`config.mk`:
```
export PLATFORM = sky130hd
export DESIGN_NAME = udp_status_tx
export DESIGN_NICKNAME = d
export VERILOG_FILES = /design/src/rtl/udp_status_tx.sv
export SDC_FILE = /design/constraint.sdc
export NUM_CORES = 1
export LEC_CHECK = 0
export CORE_MARGIN = 2
export CORE_UTILIZATION = 35
export DETAILED_ROUTE_END_ITERATION = 7
export SYNTH_ARGS = -nofsm -noshare
export SYNTH_HDL_FRONTEND = slang
export SYNTH_SLANG_ARGS = --single-unit
```
`constraint.sdc`:
```
create_clock -name udp_rx_clk -period 6.81 [get_ports udp_rx_clk]
set_input_delay 1.7025 -clock udp_rx_clk [delete_from_list [all_inputs] [get_ports udp_rx_clk]]
set_output_delay 1.7025 -clock udp_rx_clk [all_outputs]
set_load 0.02 [all_outputs]
```
`src/rtl/udp_status_tx.sv`:
```
// UDP status transmitter: turns SDRAM read/write completion pulses into an
// 8-byte status packet and streams it into the UDP stack TX application port.
module udp_status_tx #(
   parameter int         PKT_LEN     = 8,
   parameter logic [7:0] HDR_BYTE    = 8'hA5,
   parameter int         ACK_TIMEOUT = 1024,
   parameter int         GAP_CYCLES  = 4
) (
   input  logic        udp_rx_clk,
   input  logic        reset,
   input  logic        read_finish,
   input  logic        write_finish,
   input  logic [31:0] cmd_word,
   input  logic        udp_tx_ready,
   input  logic        app_tx_ack,
   output logic        app_tx_data_request,
   output logic        app_tx_data_valid,
   output logic [7:0]  app_tx_data,
   output logic [15:0] app_tx_data_length,
   output logic        tx_busy,
   output logic [15:0] tx_count,
   output logic [7:0]  timeout_count
);

   localparam int WAIT_W = $clog2(ACK_TIMEOUT + 1);
   localparam int IDX_W  = $clog2(PKT_LEN + 1);
   localparam int GAP_W  = $clog2(GAP_CYCLES + 1);

   typedef enum logic [1:0] {IDLE, REQ, SEND, GAP} state_t;

   state_t            state;
   logic [2:0]        rd_sync;
   logic [2:0]        wr_sync;
   logic              rise_rd;
   logic              rise_wr;
   logic              pend_rd;
   logic              pend_wr;
   logic [1:0]        pkt_type;
   logic [31:0]       shadow_cmd;
   logic [7:0]        seq;
   logic [WAIT_W-1:0] wait_cnt;
   logic [IDX_W-1:0]  byte_idx;
   logic [GAP_W-1:0]  gap_cnt;
   logic [7:0]        checksum;
   logic [7:0]        pkt_byte;

   // Two-flop synchronizer plus a third flop for rising-edge detection.
   always_ff @(posedge udp_rx_clk or negedge reset) begin
      if (!reset) begin
         rd_sync <= '0;
         wr_sync <= '0;
      end else begin
         rd_sync <= {rd_sync[1:0], read_finish};
         wr_sync <= {wr_sync[1:0], write_finish};
      end
   end

   assign rise_rd = rd_sync[1] & ~rd_sync[2];
   assign rise_wr = wr_sync[1] & ~wr_sync[2];

   assign checksum = HDR_BYTE ^ {6'b0, pkt_type} ^ shadow_cmd[31:24] ^ shadow_cmd[23:16]
                   ^ shadow_cmd[15:8] ^ shadow_cmd[7:0] ^ seq;

   always_comb begin
      pkt_byte = checksum;
      case (byte_idx)
         IDX_W'(0): pkt_byte = HDR_BYTE;
         IDX_W'(1): pkt_byte = {6'b0, pkt_type};
         IDX_W'(2): pkt_byte = shadow_cmd[31:24];
         IDX_W'(3): pkt_byte = shadow_cmd[23:16];
         IDX_W'(4): pkt_byte = shadow_cmd[15:8];
         IDX_W'(5): pkt_byte = shadow_cmd[7:0];
         IDX_W'(6): pkt_byte = seq;
         default:   pkt_byte = checksum;
      endcase
   end

   assign app_tx_data_length = 16'(PKT_LEN);
   assign tx_busy            = (state != IDLE);

   // Packet FSM; pending flags live here because the FSM both clears them on
   // capture and restores them when a request is abandoned.
   always_ff @(posedge udp_rx_clk or negedge reset) begin
      if (!reset) begin
         state               <= IDLE;
         pend_rd             <= 1'b0;
         pend_wr             <= 1'b0;
         pkt_type            <= '0;
         shadow_cmd          <= '0;
         seq                 <= '0;
         wait_cnt            <= '0;
         byte_idx            <= '0;
         gap_cnt             <= '0;
         app_tx_data_request <= 1'b0;
         app_tx_data_valid   <= 1'b0;
         app_tx_data         <= '0;
         tx_count            <= '0;
         timeout_count       <= '0;
      end else begin
         pend_rd <= pend_rd | rise_rd;
         pend_wr <= pend_wr | rise_wr;
         case (state)
            IDLE: begin
               if (pend_rd | pend_wr) begin
                  pkt_type            <= {pend_rd, pend_wr};
                  shadow_cmd          <= cmd_word;
                  pend_rd             <= rise_rd;
                  pend_wr             <= rise_wr;
                  wait_cnt            <= '0;
                  app_tx_data_request <= 1'b1;
                  state               <= REQ;
               end
            end
            REQ: begin
               if (udp_tx_ready && app_tx_ack) begin
                  app_tx_data_request <= 1'b0;
                  app_tx_data_valid   <= 1'b1;
                  app_tx_data         <= HDR_BYTE;
                  byte_idx            <= IDX_W'(1);
                  state               <= SEND;
               end else if (wait_cnt == WAIT_W'(ACK_TIMEOUT - 1)) begin
                  app_tx_data_request <= 1'b0;
                  pend_rd             <= pend_rd | rise_rd | pkt_type[1];
                  pend_wr             <= pend_wr | rise_wr | pkt_type[0];
                  if (timeout_count != 8'hFF)
                     timeout_count <= timeout_count + 8'd1;
                  gap_cnt             <= '0;
                  state               <= GAP;
               end else begin
                  wait_cnt <= wait_cnt + WAIT_W'(1);
               end
            end
            SEND: begin
               if (byte_idx == IDX_W'(PKT_LEN)) begin
                  app_tx_data_valid <= 1'b0;
                  app_tx_data       <= '0;
                  seq               <= seq + 8'd1;
                  tx_count          <= tx_count + 16'd1;
                  gap_cnt           <= '0;
                  state             <= GAP;
               end else begin
                  app_tx_data <= pkt_byte;
                  byte_idx    <= byte_idx + IDX_W'(1);
               end
            end
            GAP: begin
               if (gap_cnt == GAP_W'(GAP_CYCLES - 1))
                  state <= IDLE;
               else
                  gap_cnt <= gap_cnt + GAP_W'(1);
            end
            default: state <= IDLE;
         endcase
      end
   end

endmodule

```
==> flow_metrics.tcl <==
set metrics [dict create \
    status "complete, no violations" \
    synthArstFlopShare_pct 100.0 \
    internal_power_mw 1.726 \
    h-tree-depth 3 \
    leakagePower_nw 2.810 \
    final.min_clock_period_ns 3.567 \
    rsz0062_at_grt "false" \
    yosysMostFrequentCell "dfrtp_1" \
    synth_fa_ha_area_share_pct 3.203 \
    die_x_microns 129 \
    arrival_ns 1.86 \
    root_buffer "clkbuf_16" \
    cts_setup_buffers 0 \
    cts_tree "yes" \
    maxSlewHeadroom_pct 39.43 \
    place_inst 765 \
    synth_mux_area_share_pct 9.220 \
    dr.first_iter.drc_count 268 \
    insertion_delay_ns 0.35 \
    fin_crit_sh_pct 52.38 \
    synth_top_family_by_area "simple AND/OR/NAND/NOR gates" \
    antenna_cells 0 \
    hold_viol 0 \
    power.switching_mw 1.035 \
    instances_no_fill 779 \
    antenna_found_initial 0 \
    vias 4012 \
    wl_per_cell_microns 15.46 \
    worst-path-max-fanout 9 \
    gr-total-overflow 0 \
    yosysTopAreaCellShare_pct 47.59 \
    design_area_sq_um 6604 \
    viasPerCell 5.150 \
    hp-class "reg -> reg" \
    post_dp_cell_area_sq_um 6317 \
    switching_share_pct 37.49 \
    rows 45 \
    ioPinCount 89 \
    cts_sinks 104 \
    worstSetupStartpointType "flip-flop" \
    power_mw 2.762 \
    ys_warn_count 0 \
    grt_use_total_pct 15.37 \
    cts_resized 0 \
    syn_area_per_cell_sq_um 10.87 \
    die_height_microns 129 \
    p_clk_share_pct 18.7 \
    tightest_slew_ns 0.9003 \
    reg2reg_depth 6 \
    vdd_drop_max_uv 178.6 \
    synth_edf_count 0 \
    finalClockSkew_ns 0.007330 \
    fill_cells 1427 \
    cts-buffers-inserted 9 \
    synth-seq-area-share_pct 47.59 \
    slew_violations 0 \
    fp.dieArea_sq_um 16640 \
    min_path_cells 0 \
    yosys.area_share.xor_xnor_pct 10.30 \
    cellPowerDensity_nw_per_um2 418.2 \
    syn-cell-area_sq_um 5469 \
    grt_pass1_vias 4014 \
    crit_required_ns 5.11 \
    yosys-top-cells-count "104 x dfrtp_1, 44 x nand2_1, 35 x mux2_2, 34 x xnor2_1, 20 x xor2_1" \
    drv_cap 0 \
    final_antenna_net_count 0 \
    pwr-share-comb_pct 45.3 \
    yosysTopAreaCell "dfrtp_1" \
    ctsHoldBuffers 0 \
    finalSetupViolCount 0 \
    cts.path.max_buffers 2 \
    dp_hpwl_microns 8487 \
    fin_nets 617 \
    initial_core_util_pct 35.84 \
    drc 0 \
    crit_type "reg -> out" \
    path_clk_slew_ns 0.07 \
    grt_max_degree 56 \
    max_freq_mhz 280.4 \
    synth_compound_area_share_pct 11.32 \
    grt_pass1_wl_microns 20240 \
    yosys.area_share.simple_pct 13.32 \
    io_buffers 72 \
    wl_microns 12040 \
    yosysUniqueCellTypes 59 \
    synth.area.top_cells "dfrtp_1 48%, mux2_2 7.2%, xnor2_1 5.4%, ha_1 3.2%, xor2_1 3.2%" \
    gp_congestion 0.8386 \
    endpoint_kind "output pin" \
    final_layout_size_suffix_gt1_share_pct 10.04 \
    ys.flop_type "dfrtp_1" \
    core-area_sq_um 15260 \
    synthCells 503 \
    fin_util_pct 43.28 \
    sequentialPowerShare_pct 36.0 \
    synth_seq_cells 104 \
    area_growth_pct 20.75 \
    tns_ns 0 \
    drt_pass1_iterations 4 \
]
## cells in the final DEF, fill, tap and decap left out, types with 16 or more instances in the layout
cell	Yosys	final
xnor2_1	34	34
nor2_1	18	18
a21oi_1	17	17
xor2_1	20	20
conb_1	2	16
inv_1	17	17
dfrtp_1	104	104
mux2_2	35	35
clkdlybuf4s50_1	0	71
nand2_1	44	44
## worst paths after layout
check | startpoint | end | slack (ns)
max | state[0] | tx_busy | 3.24
min | rd_sync[0] | rd_sync[1] | 0.35
max reg2reg | byte_idx[0] | tx_count[15] | 4.07
min reg2reg | rd_sync[0] | rd_sync[1] | 0.35
max in group asynchronous | reset | shadow_cmd[17] | 4.29
min in group asynchronous | reset | wait_cnt[2] | 1.39
## sequential cells by signal, indices dropped and copies added (netlist names)
register / count
shadow_cmd: 32
tx_count: 16
wait_cnt: 11
app_tx_data: 8
seq: 8
timeout_count: 8
byte_idx: 4
gap_cnt: 3
rd_sync: 3
wr_sync: 3
pkt_type: 2
state: 2
app_tx_data_request: 1
app_tx_data_valid: 1
pend_rd: 1
pend_wr: 1
## critical path: stages (launching register included)
cell,delay [ns]
dfrtp_1,0.40
inv_1,0.12
ha_1,0.36
inv_1,0.08
clkdlybuf4s50_1,0.55
## stage by stage
| step | hold WS [ns] | worst slack, ns |
|---|---|---|
| 2_1_floorplan | 0.3312 | 3.707 |
| 3_3_place_gp | 0.3384 | 3.171 |
| 3_5_place_dp | 0.3424 | 3.110 |
| 4_1_cts | 0.3580 | 3.213 |
| 5_1_grt | 0.3674 | 3.144 |
| 6_report | 0.3541 | 3.243 |
## power groups by stage
stage                     logic, mW  clock network, mW  registers, mW
after floorplan               0.956                  0          0.973
after global placement         1.22                  0           1.00
after detailed placement       1.25                  0           1.01
after CTS                      1.26              0.536          0.996
after global routing           1.39              0.558           1.02
final                          1.25              0.515          0.995
## routing by layer
layer | global-route usage, % | share of wire [%] | routed length, microns | vias up
met5 | 0 | 0 | 0 | -
met4 | 4.987 | 1.3 | 160 | 0
met3 | 3.534 | 5.1 | 609 | 10
met2 | 25.12 | 49 | 5937 | 111
met1 | 20.29 | 44 | 5335 | 1997
li1 | - | - | - | 1894
## logic make-up (layout without fill, tap and decap cells)
logic type | Yosys count | after routing
AO/OA/AOI/OAI | 85 | 85
XOR/XNOR | 58 | 58
adder cells (fa/ha/maj) | 14 | 14
buffers and inverters | 54 | 105
flip-flops | 104 | 104
multiplexers | 46 | 46
other | 2 | 16
AND/OR/NAND/NOR | 140 | 140
## layout make-up
class	count	area, sq um	area share, %
flip-flops and latches	104	2603	39.41
clock inverters	3	43.79	0.6631
inverters	17	63.81	0.9663
multi-input cells	359	2654	40.19
clock buffers	11	242.7	3.676
repair buffers	74	733.2	11.10
well taps	211	264.0	3.998
(Power assumes the default switching activity.)
